==> config.mk <==
export PLATFORM = sky130hd
export DESIGN_NAME = systolic_mac_array_flat
export DESIGN_NICKNAME = d
export VERILOG_FILES = /design/src/rtl/systolic_mac_array_if.sv /design/src/rtl/systolic_mac_array.sv /design/src/flat_wrapper.sv
export SDC_FILE = /design/constraint.sdc
export NUM_CORES = 1
export LEC_CHECK = 0
export CAP_MARGIN = 25
export CORE_UTILIZATION = 45
export CTS_CLUSTER_SIZE = 25
export DETAILED_ROUTE_END_ITERATION = 7
export DONT_BUFFER_PORTS = 1
export PLACE_DENSITY_LB_ADDON = 0.1
export SYNTH_ARGS = -nofsm -noshare
export SYNTH_HDL_FRONTEND = slang
export SYNTH_SLANG_ARGS = --single-unit
==> constraint.sdc <==
create_clock -name clk_i -period 8.4 [get_ports clk_i]
set_input_delay 1.68 -clock clk_i [delete_from_list [all_inputs] [get_ports clk_i]]
set_output_delay 1.68 -clock clk_i [all_outputs]
set_load 0.02 [all_outputs]
==> src/rtl/systolic_mac_array_if.sv <==
// Bundles the operand lanes, sequencer outputs and result read port of the
// systolic MAC grid so the grid and its driver share one set of widths.
interface systolic_mac_array_if #(
  parameter int BUS_WIDTH  = 16,
  parameter int DATA_WIDTH = 8,
  parameter int ACC_WIDTH  = 16
);
  localparam int N  = BUS_WIDTH / DATA_WIDTH;
  localparam int CW = (3 * N - 2 > 1) ? $clog2(3 * N - 2) : 1;
  localparam int RW = (N > 1) ? $clog2(N) : 1;

  logic                 start_i;
  logic [BUS_WIDTH-1:0] a_col_i;
  logic [BUS_WIDTH-1:0] b_row_i;
  logic [CW-1:0]        counter_o;
  logic                 busy_o;
  logic                 done_o;
  logic [RW-1:0]        res_row_i;
  logic [RW-1:0]        res_col_i;
  logic [ACC_WIDTH-1:0] res_data_o;
  logic [N*N-1:0]       ovf_o;

  modport master (
    output start_i, a_col_i, b_row_i, res_row_i, res_col_i,
    input  counter_o, busy_o, done_o, res_data_o, ovf_o
  );

  modport slave (
    input  start_i, a_col_i, b_row_i, res_row_i, res_col_i,
    output counter_o, busy_o, done_o, res_data_o, ovf_o
  );
endinterface

==> src/rtl/systolic_mac_array.sv <==
// Output-stationary N x N systolic MAC grid with its own step sequencer;
// A flows left-to-right along rows, B top-to-bottom along columns.
module systolic_mac_array #(
  parameter int BUS_WIDTH  = 16,
  parameter int DATA_WIDTH = 8,
  parameter int ACC_WIDTH  = 16
) (
  input  logic clk_i,
  input  logic rst_i,
  systolic_mac_array_if.slave bus
);
  localparam int N  = BUS_WIDTH / DATA_WIDTH;
  localparam int DW = DATA_WIDTH;
  localparam int AW = ACC_WIDTH;
  localparam int CW = (3 * N - 2 > 1) ? $clog2(3 * N - 2) : 1;
  localparam logic [CW-1:0] LAST_STEP = CW'(3 * N - 3);

  typedef enum logic [1:0] {
    IDLE,
    RUN,
    FLUSH,
    DONE
  } state_t;

  state_t        state_reg, state_next;
  logic [CW-1:0] counter_reg, counter_next;
  logic          clear;
  logic          mac_en;

  always_ff @(posedge clk_i) begin
    if (rst_i) begin
      state_reg   <= IDLE;
      counter_reg <= '0;
    end else begin
      state_reg   <= state_next;
      counter_reg <= counter_next;
    end
  end

  always_comb begin
    state_next   = state_reg;
    counter_next = counter_reg;
    clear        = 1'b0;
    mac_en       = 1'b0;
    case (state_reg)
      IDLE: begin
        if (bus.start_i) begin
          state_next   = RUN;
          counter_next = '0;
          clear        = 1'b1;
        end
      end
      RUN: begin
        // Step 0 data only arrives on the following cycle, so skip counter 0.
        mac_en = (counter_reg != '0);
        if (counter_reg == LAST_STEP) begin
          state_next   = FLUSH;
          counter_next = '0;
        end else begin
          counter_next = counter_reg + CW'(1);
        end
      end
      FLUSH: begin
        mac_en     = 1'b1;
        state_next = DONE;
      end
      DONE: begin
        state_next = IDLE;
      end
      default: begin
        state_next   = IDLE;
        counter_next = '0;
      end
    endcase
  end

  assign bus.counter_o = counter_reg;
  assign bus.busy_o    = (state_reg == RUN);
  assign bus.done_o    = (state_reg == DONE);

  logic signed [DW-1:0] a_reg [N][N];
  logic signed [DW-1:0] b_reg [N][N];
  logic signed [AW-1:0] acc_reg [N][N];
  logic                 ovf_reg [N][N];
  logic [N*N-1:0]       ovf_flat;

  genvar gi, gj;
  generate
    for (gi = 0; gi < N; gi++) begin : g_row
      for (gj = 0; gj < N; gj++) begin : g_col
        logic signed [DW-1:0]   a_in;
        logic signed [DW-1:0]   b_in;
        logic signed [2*DW-1:0] prod;
        logic signed [AW-1:0]   prod_ext;
        logic signed [AW-1:0]   sum_next;
        logic                   ovf_hit;

        if (gj == 0) begin : g_a_edge
          assign a_in = bus.a_col_i[gi*DW +: DW];
        end else begin : g_a_inner
          assign a_in = a_reg[gi][gj-1];
        end

        if (gi == 0) begin : g_b_edge
          assign b_in = bus.b_row_i[gj*DW +: DW];
        end else begin : g_b_inner
          assign b_in = b_reg[gi-1][gj];
        end

        assign prod     = a_in * b_in;
        assign prod_ext = prod;
        assign sum_next = acc_reg[gi][gj] + prod_ext;
        // Signed overflow: addends agree in sign but the wrapped sum does not.
        assign ovf_hit  = (acc_reg[gi][gj][AW-1] == prod_ext[AW-1]) &&
                          (sum_next[AW-1] != acc_reg[gi][gj][AW-1]);

        always_ff @(posedge clk_i) begin
          if (rst_i || clear) begin
            a_reg[gi][gj]   <= '0;
            b_reg[gi][gj]   <= '0;
            acc_reg[gi][gj] <= '0;
            ovf_reg[gi][gj] <= 1'b0;
          end else if (mac_en) begin
            a_reg[gi][gj]   <= a_in;
            b_reg[gi][gj]   <= b_in;
            acc_reg[gi][gj] <= sum_next;
            if (ovf_hit) begin
              ovf_reg[gi][gj] <= 1'b1;
            end
          end
        end

        assign ovf_flat[gi*N+gj] = ovf_reg[gi][gj];
      end
    end
  endgenerate

  assign bus.ovf_o      = ovf_flat;
  assign bus.res_data_o = acc_reg[bus.res_row_i][bus.res_col_i];
endmodule

==> src/flat_wrapper.sv <==
// flat-port wrapper written by rule: the top's interface ports become plain ports
module systolic_mac_array_flat 
#(
  parameter int BUS_WIDTH  = 16,
  parameter int DATA_WIDTH = 8,
  parameter int ACC_WIDTH  = 16
)
  (clk_i, rst_i, bus_start_i, bus_a_col_i, bus_b_row_i, bus_res_row_i, bus_res_col_i, bus_counter_o, bus_busy_o, bus_done_o, bus_res_data_o, bus_ovf_o);
  systolic_mac_array_if #(.BUS_WIDTH(BUS_WIDTH), .DATA_WIDTH(DATA_WIDTH), .ACC_WIDTH(ACC_WIDTH)) bus_i ();
  input  logic clk_i;
  input  logic rst_i;
  input wire logic [$bits(bus_i.start_i)-1:0] bus_start_i;
  input wire logic [$bits(bus_i.a_col_i)-1:0] bus_a_col_i;
  input wire logic [$bits(bus_i.b_row_i)-1:0] bus_b_row_i;
  input wire logic [$bits(bus_i.res_row_i)-1:0] bus_res_row_i;
  input wire logic [$bits(bus_i.res_col_i)-1:0] bus_res_col_i;
  output wire logic [$bits(bus_i.counter_o)-1:0] bus_counter_o;
  output wire logic [$bits(bus_i.busy_o)-1:0] bus_busy_o;
  output wire logic [$bits(bus_i.done_o)-1:0] bus_done_o;
  output wire logic [$bits(bus_i.res_data_o)-1:0] bus_res_data_o;
  output wire logic [$bits(bus_i.ovf_o)-1:0] bus_ovf_o;
  assign bus_i.start_i = bus_start_i;
  assign bus_i.a_col_i = bus_a_col_i;
  assign bus_i.b_row_i = bus_b_row_i;
  assign bus_i.res_row_i = bus_res_row_i;
  assign bus_i.res_col_i = bus_res_col_i;
  assign bus_counter_o = bus_i.counter_o;
  assign bus_busy_o = bus_i.busy_o;
  assign bus_done_o = bus_i.done_o;
  assign bus_res_data_o = bus_i.res_data_o;
  assign bus_ovf_o = bus_i.ovf_o;
  systolic_mac_array #(.BUS_WIDTH(BUS_WIDTH), .DATA_WIDTH(DATA_WIDTH), .ACC_WIDTH(ACC_WIDTH)) u_core (.clk_i(clk_i), .rst_i(rst_i), .bus(bus_i));
endmodule
==> results by group <==
Clock network
  – Clock sink total: 104
  – H-tree depth: 3
  – Clk slew on worst S/H paths: roughly 0.080 ns
  – Root buf cell: clkbuf_16
  – Hold_buf cts: 0
  – Longest Clk Path Bufs: 2
  – Post-CTS sizing: 0
  – CTS tree: built
  – CTS Buf Count: 9
  – Clock Latency Late Sink: between 0.3 and 0.4 ns
  – Setup bufs post-CTS: 0

Cells and area
  – Most frequent cells in the layout: 342 x inv_1, 224 x fa_1, 182 x ha_1
  – Filler instances: between 3,000 and 4,000
  – Layout cells sized above 1: 0.0307
  – Ant diodes: 0
  – Nets: ~2,200
  – Area grow syn2layout: 5.18%
  – Max FFs per register: 64
  – Most common cell after layout, fill and taps aside: inv_1
  – Fin area: about 0.018 mm²

Run status
  – Outcome: finished, final reports clean

Critical path
  – Critical Path Start: u_core.b_reg[0][2]$_SDFFCE_PN0P_
  – CP Class: register to register
  – Startpoint Class: register
  – Crit path max fanout: 8
  – Worst path required time: between 8 and 9 ns
  – Reg2reg end: u_core.ovf_reg[1][0]$_DFFE_PP_
  – R2R depth: 21
  – Setup slack, reg-to-reg: about 1.6 ns
  – Crit path capture: u_core.ovf_reg[1][0]$_DFFE_PP_
  – Critical Path AT: approximately 6.9 ns
  – R2R Path Start: u_core.b_reg[0][2]$_SDFFCE_PN0P_
  – Worst Setup End Kind: register

Synthesis
  – Main combinational cell family by area after synthesis: adder cells
  – Post-Synthesis Cells: ~1,800
  – Post-synthesis mux area share: 0.0250
  – Synth area leader: fa_1
  – Post-Synth XOR/XNOR Area: 0.0599
  – Main synth FF type: edfxtp_1
  – Mean Syn Cell Area: 9.56 µm²
  – Compound-Gate Fraction of Synth Area: 0.0861
  – Yosys Warn Count: 0
  – Post-synth ARST share: 0
  – Adder-cell share of the synthesized area: 0.402
  – EDFF count, synth: 99
  – Mapped cell area: around 0.017 mm²
  – Synth unique cells: 60
  – Simple-gate share of the synthesized area: 0.163
  – Sequential share of the synthesized area: 0.183
  – Seq cells post-synth: around 100
  – Syn nets: around 2,200
  – Ranking of synthesized cells by area: fa_1 27%, edfxtp_1 18%, ha_1 14%
  – Post-synth top area share: 0.267

Detailed routing
  – DR pass1 iterations: 5
  – Post-DRT Antenna Nets: 0
  – WL final: approximately 42 mm
  – DR iter-0 viols: between 500 and 600
  – WL per Instance: 18.8 µm
  – DR vias/cell: about 5.4
  – DR DRC count: 0
  – Via count: 11,900

Floorplanning
  – FP Rows: 70
  – Die area: about 0.038 mm²
  – Initial Util: 0.458
  – Die X: slightly below 200 µm
  – Ports: between 60 and 70
  – Core area: approximately 0.037 mm²
  – Vert. Die Dim: 195 µm

Placed design
  – DP HPWL: between 30 and 40 mm
  – DP Area: roughly 0.017 mm²
  – Port bufs: 0
  – Routability cong.: 0.852

Timing
  – Clock skew: around 0.011 ns
  – Slew Limit Fails: 0
  – Final min period: 6.77 ns
  – Final period util: 0.806
  – Fmax: between 0.1 and 0.15 GHz
  – Setup TNS: 0 ns
  – Worst-Margin Slew: ~0.77 ns
  – RSZ-0062 raised after global routing: no
  – Final hold violations: 0
  – Rel. slew slack: 0.488
  – Final setup vio count: 0

GRT
  – First-pass GRT wire length: roughly 68 mm
  – Largest net degree at the start of global routing: between 50 and 60
  – Vias in the first global route: around 12,000
  – Initial antenna violation count: 0
  – Total GRT Usage: 0.232
  – Total grt overflow: 0

Job
  – Max Cap Viol: 0

Min path
  – HP Class: register to register
==> synthesized netlist by cell type, types with 3 or more instances <==
| library cell | count |
|---|---|
| a211o_1 | 3 |
| a211oi_1 | 16 |
| a21boi_0 | 7 |
| a21o_1 | 26 |
| a21oi_1 | 56 |
| a31o_2 | 3 |
| a31oi_1 | 6 |
| and2_1 | 164 |
| and3_1 | 45 |
| clkbuf_1 | 16 |
| dfxtp_1 | 5 |
| edfxtp_1 | 99 |
| fa_1 | 224 |
| ha_1 | 182 |
| inv_1 | 342 |
| mux2i_1 | 6 |
| mux4_2 | 16 |
| nand2_1 | 95 |
| nand2b_1 | 14 |
| nand3_1 | 12 |
| nand4_1 | 5 |
| nor2_1 | 120 |
| nor2b_1 | 10 |
| nor3_1 | 29 |
| nor3b_1 | 6 |
| nor4_1 | 3 |
| o211ai_1 | 6 |
| o21a_1 | 16 |
| o21ai_0 | 55 |
| o21ai_1 | 4 |
| o21bai_1 | 9 |
| or2_2 | 5 |
| or3_1 | 5 |
| or4b_1 | 3 |
| xnor2_1 | 82 |
| xor2_1 | 33 |
==> worst max-delay path: stages (launching register included) <==
cell and delay [ns]:
edfxtp_1 0.60, and2_1 0.28, fa_1 0.53, inv_1 0.06, fa_1 0.52, inv_1 0.05
fa_1 0.49, fa_1 0.45, ha_1 0.36, o21ai_0 0.12, a21boi_0 0.24, o21ai_0 0.15
a211oi_1 0.40, xor2_1 0.41, ha_1 0.36, a21o_1 0.20, nand2b_1 0.15, a311o_1 0.28
a221oi_2 0.40, and2_1 0.19, mux2i_1 0.08, o21ai_1 0.16
==> how the worst min path moves through the flow <==
stage,cells past startpoint,endpoint,from,slack [ns]
after floorplan,2,u_core.state_reg[0]$_SDFFE_PP0P_,u_core.state_reg[0]$_SDFFE_PP0P_,0.51
after global placement,2,u_core.state_reg[0]$_SDFFE_PP0P_,u_core.state_reg[0]$_SDFFE_PP0P_,0.53
after detailed placement,2,u_core.state_reg[1]$_SDFFE_PP0P_,u_core.state_reg[1]$_SDFFE_PP0P_,0.56
after CTS,2,u_core.state_reg[1]$_SDFFE_PP0P_,u_core.state_reg[1]$_SDFFE_PP0P_,0.57
after global routing,2,u_core.state_reg[1]$_SDFFE_PP0P_,u_core.state_reg[1]$_SDFFE_PP0P_,0.61
final,2,u_core.state_reg[1]$_SDFFE_PP0P_,u_core.state_reg[1]$_SDFFE_PP0P_,0.56
==> metal layers <==
metal  up-vias  global-route usage  routed length (µm)
met5         -                   0                   0
met2       214               0.399               20900
met4         0              0.0741                1030
met3        41              0.0299                1580
li1       5696                   -                   -
met1      5988               0.304               18400
==> layout make-up <==
class / instances / area (µm²) / share of cell area
inverter: 342 / 1280 / 0.0726
clock buffer: 10 / 239 / 0.0135
clock inverter: 6 / 65.1 / 0.00368
multi-input combinational: 1293 / 12400 / 0.701
tap: 468 / 586 / 0.0331
timing repair buffer: 5 / 37.5 / 0.00212
sequential: 104 / 3070 / 0.174
==> cells by family (layout without fill, tap and decap cells) <==
| family | Yosys count | in the layout |
|---|---|---|
| AO/OA/AOI/OAI | 224 | 224 |
| XOR/XNOR | 115 | 115 |
| adder cells (fa/ha/maj) | 406 | 406 |
| buffers and inverters | 362 | 363 |
| flip-flops | 104 | 104 |
| multiplexers | 22 | 22 |
| AND/OR/NAND/NOR | 526 | 526 |
==> per-stage QoR <==
step / setup WS [ns] / utilization / cells / hold WS (ns)
finish: 1.63 / 0.482 / 2228 / 0.560
global placement: 1.36 / 0.474 / 2212 / 0.528
global route: 1.24 / 0.482 / 2228 / 0.605
CTS: 1.51 / 0.482 / 2228 / 0.567
floorplan: 1.47 / - / 1759 / 0.507
detailed placement: 1.30 / 0.474 / 2212 / 0.557
Power is left out: the tool's default activity adds up to more than one toggle a clock period on the data nets, which glitch-free logic cannot reach.
